<file path="config.mk">
export PLATFORM = sky130hd
export DESIGN_NAME = sdram_rddata
export DESIGN_NICKNAME = d
export VERILOG_FILES = /design/src/rtl/sdram_rddata.sv
export SDC_FILE = /design/constraint.sdc
export NUM_CORES = 1
export LEC_CHECK = 0
export CELL_PAD_IN_SITES_DETAIL_PLACEMENT = 1
export CELL_PAD_IN_SITES_GLOBAL_PLACEMENT = 1
export CORE_MARGIN = 3
export CORE_UTILIZATION = 55
export DETAILED_ROUTE_END_ITERATION = 10
export GPL_ROUTABILITY_DRIVEN = 0
export GPL_TIMING_DRIVEN = 0
export PLACE_DENSITY_LB_ADDON = 0.3
export SLEW_MARGIN = 15
export SYNTH_ARGS = -nofsm -noshare
export SYNTH_HDL_FRONTEND = slang
export SYNTH_SLANG_ARGS = --single-unit
</file>
<file path="constraint.sdc">
create_clock -name clk -period 7.2 [get_ports clk]
set_input_delay 0.72 -clock clk [delete_from_list [all_inputs] [get_ports clk]]
set_output_delay 0.72 -clock clk [all_outputs]
set_load 0.1 [all_outputs]
</file>
<file path="src/rtl/sdram_rddata.sv">
// SDRAM read-data capture: waits out CAS latency after a read command, samples a
// fixed-length burst from DQ into a small valid/ready FIFO. Define SDRAM_RD_INREG_EN
// to insert an input capture flop on the DQ bus (sampling window moves one cycle later).
module sdram_rddata #(
  parameter int         CAS_LAT    = 3,
  parameter int         BURST_LEN  = 4,
  parameter int         FIFO_DEPTH = 8,
  parameter logic [4:0] W_READ     = 5'd5
) (
  input  logic        clk,
  input  logic        rst,
  input  logic [4:0]  work_st,
  input  logic [15:0] sdram_data,
  output logic [15:0] rd_data,
  output logic        rd_valid,
  input  logic        rd_ready,
  output logic        rd_last,
  output logic        rd_busy,
  output logic        rd_cmd_err,
  output logic        rd_ovf
);

  localparam int PW = $clog2(FIFO_DEPTH);
  localparam int CW = PW + 1;

  typedef enum logic [1:0] {S_IDLE, S_CL, S_CAPT} state_t;

  logic [15:0] beat_data;

`ifdef SDRAM_RD_INREG_EN
  localparam int CAPT_START = CAS_LAT + 1;
  logic [15:0] din_q;

  always_ff @(posedge clk or posedge rst) begin
    if (rst) din_q <= '0;
    else     din_q <= sdram_data;
  end
  assign beat_data = din_q;
`else
  localparam int CAPT_START = CAS_LAT;
  assign beat_data = sdram_data;
`endif

  // CAPT must begin in cycle CAPT_START; IDLE and CL account for cycles 0..CAPT_START-1.
  localparam logic [2:0]    LAT_LOAD  = 3'((CAPT_START >= 2) ? CAPT_START - 2 : 0);
  localparam logic [CW-1:0] LAST_BEAT = CW'(BURST_LEN - 1);

  state_t          state_q;
  logic [2:0]      lat_q;
  logic [CW-1:0]   beat_q;
  logic            busy_q;
  logic            cmd_err_q;

  // NOTE: sequential state uses non-blocking assignments only, so every flop samples pre-edge values.
  always_ff @(posedge clk or posedge rst) begin
    if (rst) begin
      state_q   <= S_IDLE;
      lat_q     <= '0;
      beat_q    <= '0;
      busy_q    <= 1'b0;
      cmd_err_q <= 1'b0;
    end else begin
      unique case (state_q)
        S_IDLE: begin
          if (work_st == W_READ) begin
            busy_q <= 1'b1;
            beat_q <= '0;
            lat_q  <= LAT_LOAD;
            state_q <= (CAPT_START == 1) ? S_CAPT : S_CL;
          end
        end
        S_CL: begin
          if (lat_q == '0) begin
            state_q <= S_CAPT;
            beat_q  <= '0;
          end else begin
            lat_q <= lat_q - 3'd1;
          end
        end
        S_CAPT: begin
          if (beat_q == LAST_BEAT) begin
            state_q <= S_IDLE;
            busy_q  <= 1'b0;
          end else begin
            beat_q <= beat_q + CW'(1);
          end
        end
        default: begin
          state_q <= S_IDLE;
          busy_q  <= 1'b0;
        end
      endcase
      if (state_q != S_IDLE && work_st == W_READ) cmd_err_q <= 1'b1;
    end
  end

  logic [16:0]   mem_q [FIFO_DEPTH];
  logic [PW-1:0] wr_ptr_q, rd_ptr_q;
  logic [CW-1:0] count_q;
  logic          ovf_q;
  logic          capture, full, push, pop;

  assign capture = (state_q == S_CAPT);
  assign full    = (count_q == CW'(FIFO_DEPTH));
  assign pop     = rd_valid & rd_ready;
  assign push    = capture & (~full | pop);

  // NOTE: storage array carries no reset; outputs are gated by rd_valid so stale contents never leak.
  always_ff @(posedge clk) begin
    if (push) mem_q[wr_ptr_q] <= {(beat_q == LAST_BEAT), beat_data};
  end

  always_ff @(posedge clk or posedge rst) begin
    if (rst) begin
      wr_ptr_q <= '0;
      rd_ptr_q <= '0;
      count_q  <= '0;
      ovf_q    <= 1'b0;
    end else begin
      if (push) wr_ptr_q <= wr_ptr_q + PW'(1);
      if (pop)  rd_ptr_q <= rd_ptr_q + PW'(1);
      unique case ({push, pop})
        2'b10:   count_q <= count_q + CW'(1);
        2'b01:   count_q <= count_q - CW'(1);
        default: count_q <= count_q;
      endcase
      if (capture && full && !pop) ovf_q <= 1'b1;
    end
  end

  assign rd_valid   = (count_q != '0);
  assign rd_data    = rd_valid ? mem_q[rd_ptr_q][15:0] : 16'h0000;
  assign rd_last    = rd_valid & mem_q[rd_ptr_q][16];
  assign rd_busy    = busy_q;
  assign rd_cmd_err = cmd_err_q;
  assign rd_ovf     = ovf_q;

endmodule

</file>
**Yosys cells after proc, flatten, opt, wreduce, memory -nomap -nowiden**

Memory sizes are Yosys's and may differ from the RTL's.
Index checks and enable logic that the tools add are counted.

- Div/mod/pow operators: 0
- Multiply operators: 0
- Equal/unequal tests: 12
- Shift operators: 0
- Multiplexer cells: 18
- Bitwise operators: 6
- Reduce and logical (&&, ||, !) cells: 15
- Add/sub/neg operators: 6
- Magnitude comparators: 0

Operators by type and width:

| cell | number |
|---|---|
| 2-to-1 mux 16 bit | 1 |
| 2-to-1 mux 4 bit | 3 |
| one-hot mux 4 bit (3 select lines) | 1 |
| AND reduction 3 bit | 3 |
| adder 4 x 1 -> 4 bit, second input constant | 2 |
| != test 2 bit, second input constant | 4 |
| one-hot mux 4 bit (2 select lines) | 1 |
| adder 3 x 1 -> 3 bit, second input constant | 2 |
| 2-to-1 mux 2 bit | 3 |
| 2-to-1 mux 3 bit | 2 |
| one-hot mux 2 bit (3 select lines) | 1 |
| one-hot mux 3 bit (2 select lines) | 1 |
| nonzero test 2 bit | 3 |
| == test 5 x 3 -> 1 bit, second input constant | 1 |
| == test 2 x 1 -> 1 bit, second input constant | 2 |
| == test 2 bit, second input constant | 2 |
| == test 4 x 2 -> 1 bit, second input constant | 1 |
| == test 4 bit, second input constant | 1 |
| 2-to-1 mux 1 bit | 4 |
| AND reduction 4 bit | 1 |
| nonzero test 4 bit | 1 |
| subtractor 4 x 1 -> 4 bit, second input constant | 1 |
| bitwise AND 1 bit | 3 |
| logical AND 1 bit | 3 |
| 9 further kinds | 10 |

- Memory bits (writable): 136
- Flip-flop bits (word level): 22
- Output and inout bits: 21
- Memories: 1
- Latch bits: 0
- Bits in read-only memories: 0

Memories:

| name | words | width | rd ports | clocked after Yosys merged registers in | wr ports | line | text |
|---|---|---|---|---|---|---|---|
| mem_q | 8 | 17 | 1 | 0 | 1 | 97 | `logic [16:0] mem_q [FIFO_DEPTH];` |

**Logic depth before layout (Yosys ltp)**

- Depth in word-level cells: 6
- Depth in mapped cells: 11

**Worst setup path after synthesis**

No wires, ideal clock.

- Path type: input -> register
- Start point: input port rd_ready
- End point: memory mem_q[0][0] (enable)
- Setup slack: 4,074 ps
- Arrival: 2,691 ps
- Data required time: 6,765 ps
- Library setup time: 435 ps
- Stages: 3
- Path through: nand2b_1 > o21ai_2 > nor4_1

- Longest elaborated chain between the ends: 5

RTL lines:

| what | line | text |
|---|---|---|
| start, declared | 16 | `input logic rd_ready,` |
| bitwise AND 1 bit | 105 | `assign pop = rd_valid & rd_ready;` |
| OR 1 bit | 106 | `assign push = capture & (~full \| pop);` |
| bitwise AND 1 bit | 106 |  |
| 2-to-1 mux 1 bit | 110 | `if (push) mem_q[wr_ptr_q] <= {(beat_q == LAST_BEAT), beat_data};` |
| 2-to-1 mux 1 bit (not written as such) | 110 |  |
| end, declared | 97 |  |

Every way passes these cells.

**Worst setup path after layout**

- Start point: register rd_ptr_q[1]
- End point: output port rd_data[14]

- Longest elaborated chain between the ends: 2

RTL lines:

| what | line | text |
|---|---|---|
| start, declared | 98 | `logic [PW-1:0] wr_ptr_q, rd_ptr_q;` |
| start signal, assigned | 121 | `if (pop) rd_ptr_q <= rd_ptr_q + PW'(1);` |
| memory (8 x 17 bit) | - |  |
| 2-to-1 mux 16 bit | 132 | `assign rd_data = rd_valid ? mem_q[rd_ptr_q][15:0] : 16'h0000;` |
| end, declared | 14 | `output logic [15:0] rd_data,` |

Every way passes these cells.

==> summary.md <==
| Metric | Value |
|---|---|
| Slew Viols, Final | `0` |
| Top cell type by total area after synthesis | `edfxtp_1` |
| Drt total wl | `between 10 and 15 mm` |
| Initial Utilization | `between 50% and 60%` |
| Period utilization | `around three fifths` |
| Fin cells | `573` |
| Post-cts resize count | `0` |
| DR WL/cell | `25.7 µm` |
| Crit path setup slack, layout | `2.87 ns` |
| Sequential Area | `around 0.0046 mm²` |
| Worst Tran Pin Value | `0.974 ns` |
| Synth top area share | `63.0%` |
| Multi-input logic area | `0.00173 mm²` |
| Critical path depth | `5` |
| Hold crit path type | `reg -> reg` |
| RSZ-0062 raised after global routing | `false` |
| H-tree depth | `4` |
| Setup TNS | `0 ns` |
| Max-cap violation count | `0` |
| Slowest library cell on the worst path | `clkdlybuf4s50_1` |
| Lkg Pwr | `2.69 nW` |
| Fill cells | `947` |
| DRT Pass-1 Iters | `4` |
| I/O pins | `45` |
| R2R cell count | `6` |
| Via density | `slightly above 6` |
| Die width | `115 µm` |
| Vias | `about 3500` |
| WHS Path Cells | `2` |
| Antenna cell count | `0` |
| Die height | `115 µm` |
| Post-synth top flop | `edfxtp_1` |
| Slew headroom | `a little over a third` |
| Pre-CTS setup slack | `3.36 ns` |
| Worst VDD drop | `0.000462 V` |
| Crit path buffers/inverters | `3` |
| Status | `completed` |
| Crit. End Element | `primary output` |
| CTS tree | `built` |
| Layout Utilization | `68.7%` |
| Net Count, Synth | `373` |
| Fraction of registers with async set/reset | `13.9%` |
| Hold_buf cts | `0` |
| CP Data Required Time | `about 6.5 ns` |
| Final net count | `450` |
| Overall routing resource usage | `about a quarter` |
| Largest net degree at the start of global routing | `23` |
| Yosys warns | `0` |
| Worst-path fanout max | `10` |
| Post-synthesis sequential area ratio | `71.5%` |
| Max incr delay on CP | `about 1.1 ns` |
| Final setup violating endpoints | `0` |
| Final min period | `4.33 ns` |
| Worst Path Arrival | `3.61 ns` |
| Pwr dens | `486 mW/mm²` |
| Clock Path Buffers | `2` |
| Crit path cell chain | `clkbuf_1 > clkbuf_1 > mux4_2 > a22o_1 > clkdlybuf4s50_1` |
| Post-Syn Area | `around 0.0065 mm²` |
| Clk root buf | `clkbuf_16` |
| Mapped Avg Cell Area | `19.0 µm²` |
| Area of the core | `about 0.011 mm²` |
| Setup bufs post-CTS | `0` |
| GR Overflow Total | `0` |
| Antenna violations before repair | `0` |
| I/O Buffers | `44` |
| Mapped Cells | `341` |
| CP Class | `reg -> out` |
| Antenna Violating Nets Remaining | `0` |
| Crit-path leading delay family | `buffers and inverters` |
| Fmax | `231 MHz` |
| Post-synth cell types | `52` |
| Most numerous cell in the Yosys netlist | `edfxtp_1` |
| DP Wirelength | `9.68 mm` |
| Synth cell count leaders | `edfxtp_1 (136), mux4_2 (34), dfrtp_1 (22)` |
| Worst-path clk slew | `0.06 ns` |
| Clock skew | `0.00533 ns` |
| Area growth, synth to finish | `21.5%` |
| Clk_lat worst skew | `0.42 ns` |
| Post-route DRC | `0` |
| Reg2Reg Setup Slack | `4.11 ns` |
| Hold violation total from the final report | `0` |
| TritonCTS Sinks | `158` |
| Placed Cells | `between 500 and 600` |
| Synthesized flop and latch total | `roughly 160` |
| Vias in the first global route | `3929` |
| Layout cells sized above 1 | `between 20% and 30%` |
| Area contributors post-synth | `edfxtp_1 (63%), mux4_2 (12%), dfrtp_1 (8.5%)` |
| DRT iter0 DRCs | `roughly 300` |
| Die Area | `0.0131 mm²` |
| Crit start category | `flop` |
| Total CTS buffers | `17` |
| Number of synthesized flops with an enable pin | `136` |
| Cell mode on critical path | `clkbuf_1` |
| Cell Rows | `39` |
| Global-route wire length before repair | `23.1 mm` |
[registers in the layout, indices dropped and copies added (netlist names), 2 cells and up]
signal	cells
beat_q	4
state_q	2
rd_ptr_q	3
lat_q	3
count_q	4
mem_q	136
wr_ptr_q	3
[cell usage in the layout, fill, tap and decap left out, types with 4 or more instances in the layout]
master           synthesis  final
a22o_2                   7      7
nand3_1                  5      5
clkbuf_1                 7      9
o211ai_1                 5      5
edfxtp_1               136    136
nor3_2                   0      4
clkdlybuf4s50_1          0     44
or3b_2                   4      4
xnor2_1                  6      6
buf_6                    5     13
buf_2                    4      5
nor2b_1                  6      6
nand2b_1                 6      6
nand2_1                  6      6
a22o_1                  10     10
clkbuf_16                0     17
ha_1                     8      8
inv_1                   10     10
nor2_1                  10      7
mux4_2                  34     34
dfrtp_1                 22     22
buf_8                    1      4
[cell families after synthesis]
kind of cell	after synthesis	share of synthesized area (%)
adders and majority gates	8	1.54
xor gates and xnor gates	7	0.945
buffers and inverters	27	2.39
DFF	158	71.5
AOI/OAI and AO/OA	42	5.34
and+or+nand+nor	60	5.67
muxes	39	12.6
[worst reg2reg max path, delay by kind of cell, from the launching register on]
family | cells | cell delay (ns)
AND/OR/NAND/NOR | 2 | 1.04
flip-flops | 1 | 0.46
AO/OA/AOI/OAI | 3 | 1.08
adder cells (fa/ha/maj) | 1 | 0.38
[per-stage QoR]
stage	hold slack [ns]	power, W	cell area (µm²)
3_5_place_dp	0.458	0.00296	7290
3_3_place_gp	0.461	0.00288	7100
5_1_grt	0.506	0.00399	7880
6_report	0.479	0.00383	7880
2_1_floorplan	0.491	0.00253	6480
4_1_cts	0.485	0.00386	7870
[path summary, 6_finish.rpt]
kind	from	endpoint
min	rd_ovf$_DFFE_PP0P_	rd_ovf$_DFFE_PP0P_
max in group asynchronous	rst	rd_ptr_q[0]$_DFFE_PP0P_
min in group asynchronous	rst	rd_ovf$_DFFE_PP0P_
max reg2reg	count_q[0]$_DFFE_PP0P_	count_q[3]$_DFFE_PP0P_
min reg2reg	rd_ovf$_DFFE_PP0P_	rd_ovf$_DFFE_PP0P_
max	rd_ptr_q[1]$_DFFE_PP0P_	rd_data[14]
[power by group]
part	internal [W]	switching, W
clock	0.000539	0.000346
combinational	0.000594	0.00117
sequential	0.00110	0.0000866
[cell type report]
class,count,share of cell area [%]
plain buffers,17,1.49
clock buffers,19,5.50
clock inverters,12,1.86
inverters,10,0.476
multi-input cells,156,22.0
flip-flops and latches,158,58.8
well taps,143,2.27
repair buffers,58,7.56
[per-layer routing]
metal	global-route usage, %	part of all wire (%)	up-vias
li1	-	-	1544
met1	33.2	42	1838
met2	40.2	51	126
met3	4.92	5.0	22
met4	9.11	1.7	0
met5	0	0	-
No activity file was read; power rests on OpenSTA's default activity.
